[config.mk]
export PLATFORM = sky130hd
export DESIGN_NAME = alu_seq_w
export DESIGN_NICKNAME = d
export VERILOG_FILES = /design/src/rtl/alu_seq_w.sv
export SDC_FILE = /design/constraint.sdc
export NUM_CORES = 1
export LEC_CHECK = 0
export CELL_PAD_IN_SITES_DETAIL_PLACEMENT = 1
export CELL_PAD_IN_SITES_GLOBAL_PLACEMENT = 2
export CORE_ASPECT_RATIO = 0.75
export CORE_MARGIN = 4
export CORE_UTILIZATION = 38
export CTS_BUF_LIST = sky130_fd_sc_hd__clkbuf_4 sky130_fd_sc_hd__clkbuf_8 sky130_fd_sc_hd__clkbuf_16
export CTS_CLUSTER_SIZE = 20
export DETAILED_ROUTE_END_ITERATION = 6
export PLACE_DENSITY_LB_ADDON = 0.1
export SYNTH_ARGS = -nofsm -noshare
export SYNTH_HDL_FRONTEND = slang
export SYNTH_SLANG_ARGS = --single-unit
export TNS_END_PERCENT = 20
[constraint.sdc]
create_clock -name clk -period 8.7 [get_ports clk]
set_input_delay 1.74 -clock clk [delete_from_list [all_inputs] [get_ports clk]]
set_output_delay 1.74 -clock clk [all_outputs]
set_load 0.005 [all_outputs]
[src/rtl/alu_seq_w.sv]
// W-bit ALU with registered results and flags, signed SLT, and an iterative
// shift-add multiply behind a start/busy/done handshake.
module alu_seq_w #(
  parameter int unsigned WIDTH = 32
) (
  input  logic             clk,
  input  logic             rst_n,
  input  logic             start,
  input  logic [2:0]       op,
  input  logic             a_invert,
  input  logic             b_invert,
  input  logic [WIDTH-1:0] a,
  input  logic [WIDTH-1:0] b,
  output logic [WIDTH-1:0] result,
  output logic             zero,
  output logic             co,
  output logic             overflow,
  output logic             busy,
  output logic             done
);

  localparam int unsigned CNT_W = $clog2(WIDTH + 1);
  localparam int unsigned SUM_W = WIDTH + 1;

  localparam logic [2:0] OP_AND = 3'b000;
  localparam logic [2:0] OP_OR  = 3'b001;
  localparam logic [2:0] OP_ADD = 3'b010;
  localparam logic [2:0] OP_SLT = 3'b011;
  localparam logic [2:0] OP_MUL = 3'b100;

  typedef enum logic {
    S_IDLE = 1'b0,
    S_MUL  = 1'b1
  } state_e;

  state_e state_q, state_d;

  logic [WIDTH-1:0] result_q, result_d;
  logic             zero_q, zero_d;
  logic             co_q, co_d;
  logic             ovf_q, ovf_d;
  logic             busy_q, busy_d;
  logic             done_q, done_d;
  logic [WIDTH-1:0] mcand_q, mcand_d;
  logic [WIDTH-1:0] mplier_q, mplier_d;
  logic [WIDTH-1:0] prod_q, prod_d;
  logic [CNT_W-1:0] cnt_q, cnt_d;

  logic [WIDTH-1:0] opa_c, opb_c, sum_c;
  logic             add_co_c, add_ovf_c;
  logic [WIDTH-1:0] alu_res_c;
  logic             alu_co_c, alu_ovf_c;
  logic [WIDTH-1:0] prod_nxt_c;
  logic [CNT_W-1:0] cnt_nxt_c;

  // Operand preparation and the shared W+1-bit adder.
  always_comb begin
    opa_c = a_invert ? ~a : a;
    opb_c = b_invert ? ~b : b;
    {add_co_c, sum_c} = SUM_W'(opa_c) + SUM_W'(opb_c) + SUM_W'(b_invert);
    add_ovf_c = (opa_c[WIDTH-1] == opb_c[WIDTH-1]) &&
                (sum_c[WIDTH-1] != opa_c[WIDTH-1]);
  end

  // Single-cycle op results; SLT uses the true sign (sum MSB xor overflow).
  always_comb begin
    alu_res_c = '0;
    alu_co_c  = 1'b0;
    alu_ovf_c = 1'b0;
    case (op)
      OP_AND: alu_res_c = opa_c & opb_c;
      OP_OR:  alu_res_c = opa_c | opb_c;
      OP_ADD: begin
        alu_res_c = sum_c;
        alu_co_c  = add_co_c;
        alu_ovf_c = add_ovf_c;
      end
      OP_SLT: begin
        alu_res_c = WIDTH'(sum_c[WIDTH-1] ^ add_ovf_c);
        alu_co_c  = add_co_c;
        alu_ovf_c = add_ovf_c;
      end
      default: alu_res_c = '0;
    endcase
  end

  // One shift-add multiply step.
  always_comb begin
    prod_nxt_c = prod_q + (mplier_q[0] ? mcand_q : '0);
    cnt_nxt_c  = cnt_q + CNT_W'(1);
  end

  // Next-state and registered-output logic.
  always_comb begin
    state_d  = state_q;
    result_d = result_q;
    zero_d   = zero_q;
    co_d     = co_q;
    ovf_d    = ovf_q;
    busy_d   = busy_q;
    done_d   = 1'b0;
    mcand_d  = mcand_q;
    mplier_d = mplier_q;
    prod_d   = prod_q;
    cnt_d    = cnt_q;

    case (state_q)
      S_IDLE: begin
        if (start) begin
          if (op == OP_MUL) begin
            mcand_d  = opa_c;
            mplier_d = opb_c;
            prod_d   = '0;
            cnt_d    = '0;
            busy_d   = 1'b1;
            state_d  = S_MUL;
          end else begin
            result_d = alu_res_c;
            zero_d   = (alu_res_c == '0);
            co_d     = alu_co_c;
            ovf_d    = alu_ovf_c;
            done_d   = 1'b1;
          end
        end
      end
      S_MUL: begin
        prod_d   = prod_nxt_c;
        mcand_d  = mcand_q << 1;
        mplier_d = mplier_q >> 1;
        cnt_d    = cnt_nxt_c;
        if (cnt_nxt_c == CNT_W'(WIDTH)) begin
          result_d = prod_nxt_c;
          zero_d   = (prod_nxt_c == '0);
          co_d     = 1'b0;
          ovf_d    = 1'b0;
          busy_d   = 1'b0;
          done_d   = 1'b1;
          state_d  = S_IDLE;
        end
      end
      default: state_d = S_IDLE;
    endcase
  end

  always_ff @(posedge clk or negedge rst_n) begin
    if (!rst_n) begin
      state_q  <= S_IDLE;
      result_q <= '0;
      zero_q   <= 1'b0;
      co_q     <= 1'b0;
      ovf_q    <= 1'b0;
      busy_q   <= 1'b0;
      done_q   <= 1'b0;
      mcand_q  <= '0;
      mplier_q <= '0;
      prod_q   <= '0;
      cnt_q    <= '0;
    end else begin
      state_q  <= state_d;
      result_q <= result_d;
      zero_q   <= zero_d;
      co_q     <= co_d;
      ovf_q    <= ovf_d;
      busy_q   <= busy_d;
      done_q   <= done_d;
      mcand_q  <= mcand_d;
      mplier_q <= mplier_d;
      prod_q   <= prod_d;
      cnt_q    <= cnt_d;
    end
  end

  assign result   = result_q;
  assign zero     = zero_q;
  assign co       = co_q;
  assign overflow = ovf_q;
  assign busy     = busy_q;
  assign done     = done_q;

endmodule

==> metrics <==
run status finished clean; Post-synth EDFFs 0; Commonest cells post-synth nand2_1 (204), nor2_1 (151), a21oi_1 (150); DR WL/cell 21.4 um; die height 158 um; antenna violations before repair 0; final core occ 45.8%; fill cell count 3587; critical path's slowest cell buf_2; hold_sp result[25]; ys flop type dfrtp_1; DRC errors left 0; post-CTS setup buffers 0; IO Port Bufs 108; total length of routed wires 41100 um; leading area contributor after synthesis dfrtp_1; clock sinks 140; CTS hold repair buffers 0; Worst Reg-to-Reg Cells 15; Layout Nets 1680; Synth Instances 1456; max incr delay on CP 480 ps; fraction of registers with async set/reset 100%; GP Congestion 0.867; fraction of layout cells with a size suffix above 1 4.72%; Synth warnings 0; crit path max fanout 19; post_cts resized 0; Yosys reg bits 140; period utilisation layout 70.8%; total track usage 25.0%; vias after detailed routing 10700; CP Class in2reg; vias in the first global route 10900; antenna fix cells 0; Syn Nets 1622; WP data required 9070 ps; worst min-delay path class reg2reg; row count 54; Max Clock Freq 162 MHz; CTS tree yes; Netlist Area Pre-Place 11400 um^2; Reg clk slew, reported paths 70 ps; first-pass GRT wire length 64400 um; Startpoint Class primary input; antenna viol nets, final 0; library cells used by synthesis 73; root buffer cell clkbuf_16; synth top area cells dfrtp_1 (31%), ha_1 (10%), xnor2_1 (7.1%), nand2_1 (6.7%), a21oi_1 (6.6%); Die W 208 um; Final Hold Fails 0; Max Transition Viols Final 0; hold path depth 2; DR iter-0 viols 594; area delta synth->final 17.9%; post-synth top area share 30.7%; pwr dens 266 nW/um^2; worst slew pin tran 1090 ps; final setup vio count 0; Post-Syn Area per Cell 7.83 um^2; most numerous cell in the Yosys netlist nand2_1; max_slew headroom 27.6%; hold endpoint result[25]; P_leak 5.88 nW; Worst R2R End zero; worst vdd ir 0.139 mV; pin count of the biggest net entering global routing 98; CP Cell Sequence buf_2 -> buf_4 -> xnor2_2 -> nand2_1 -> o21ai_0 -> fa_1 -> nand2b_1 -> a211oi_1 -> o211ai_1 -> a21oi_1 -> nand2_1 -> a221o_1 -> xnor2_1 -> a221oi_1 -> nand4_1 -> nor4b_1 -> nand4_1 -> o211ai_1; max-cap violation count 0; final setup TNS 0 ps; Clk Latency, worst-skew pair 450 ps; grt total ovfl 0; Final Total Pwr 3.58 mW; H-tree depth 4; detailed placement HPWL 30300 um; Max Clock Skew 9.33 ps; DIE AREA 32900 um^2; routed vias/inst 5.58; reg2reg setup slack 3520 ps; IO Count 109; starting density of the core 38.9%; reg2reg start mplier_q[0]; Core Area 29300 um^2; endpoint class of the critical path register; RSZ-0062 raised after global routing no; Final Critical Period 6160 ps; worst-case clock buffer depth 2; drt pass-1 iters 5; critical path arrival 6530 ps; CTS buffer count 17; post-synthesis sequential area ratio 30.7%
flip-flops by register name, indices dropped and copies added, names as in the netlist:
register  flops
busy          1
result       32
state_q       1
overflow      1
done          1
mcand_q      32
prod_q       32
co            1
zero          1
cnt_q         6
mplier_q     32
final cells by class:
type                       instances  area, um^2  area share, %
clock buffer                      17         425           3.16
tap                              392         490           3.65
timing repair buffer             121        1170           8.70
inverter                          73         274           2.04
multi-input combinational       1161        7340           54.6
clock inverter                    15         236           1.76
sequential                       140        3510           26.1
stage by stage:
stage	setup WS [ps]	std cells	area, um^2	hold WS [ps]
finish	2540	1919	13400	469
global route	2150	1919	13400	501
CTS	2610	1919	13400	480
detailed placement	2160	1887	12800	466
global placement	2280	1887	12800	457
floorplan	2740	1456	11400	450
worst max-delay path: cells and delay by family:
family / cells / cell delay (ps)
adders and majority gates: 1 / 460
and+or+nand+nor: 6 / 1090
AOI/OAI and AO/OA: 7 / 2080
buffers and inverters: 2 / 870
xor gates and xnor gates: 2 / 280
worst max path at each step:
stage                     slack, ps   end  depth (start not counted)      from
final                          2540  zero                         18  a_invert
after floorplan                2740  zero                         17  b_invert
after global placement         2280  zero                         18  a_invert
after CTS                      2610  zero                         18  a_invert
after detailed placement       2160  zero                         18  a_invert
after global routing           2150  zero                         15  b_invert
metal layers:
layer  global-route usage (%)  up-vias  wire length [um]
li1                         -     5169                 -
met1                     35.1     5295             19900
met2                     40.4      203             18600
met3                     4.14       40              1650
met4                     6.88        0               844
met5                        0        -                 0
power breakdown:
group	switching (mW)	internal, mW
clock	0.341	0.516
sequential	0.192	0.890
combinational	0.979	0.663
total	1.51	2.07
cell usage in the layout (no fill, tap or decap), types with 7 or more instances in the layout:
cell type        synthesis  final
o211ai_1                 9      9
nand2_1                204    204
o21ai_0                136    136
o22ai_1                  9      9
a21o_1                  21     21
xor2_1                  32     32
nand2b_1                 7      7
buf_4                    0     13
o21a_1                  19     19
mux2i_1                 21     21
nand4_1                 15     15
o221ai_1                 9      9
a211oi_1                19     19
and2_1                  34     34
xnor2_1                 93     93
o21bai_1                 9      9
a31oi_1                 14     14
a22o_1                  12     12
clkdlybuf4s50_1          0    105
inv_1                   72     71
a21oi_1                150    149
dfrtp_1                140    139
nor2_1                 151    150
nand3_1                 19     18
ha_1                    92     92
clkbuf_16                0     17
kinds of logic after synthesis:
family / after synthesis / synth area share, %
AOI/OAI and AO/OA: 451 / 24.2
xor gates and xnor gates: 126 / 9.74
adders and majority gates: 94 / 10.4
buffers and inverters: 155 / 5.14
DFF: 140 / 30.7
muxes: 22 / 1.94
and+or+nand+nor: 468 / 17.8
(Power assumes the default switching activity.)
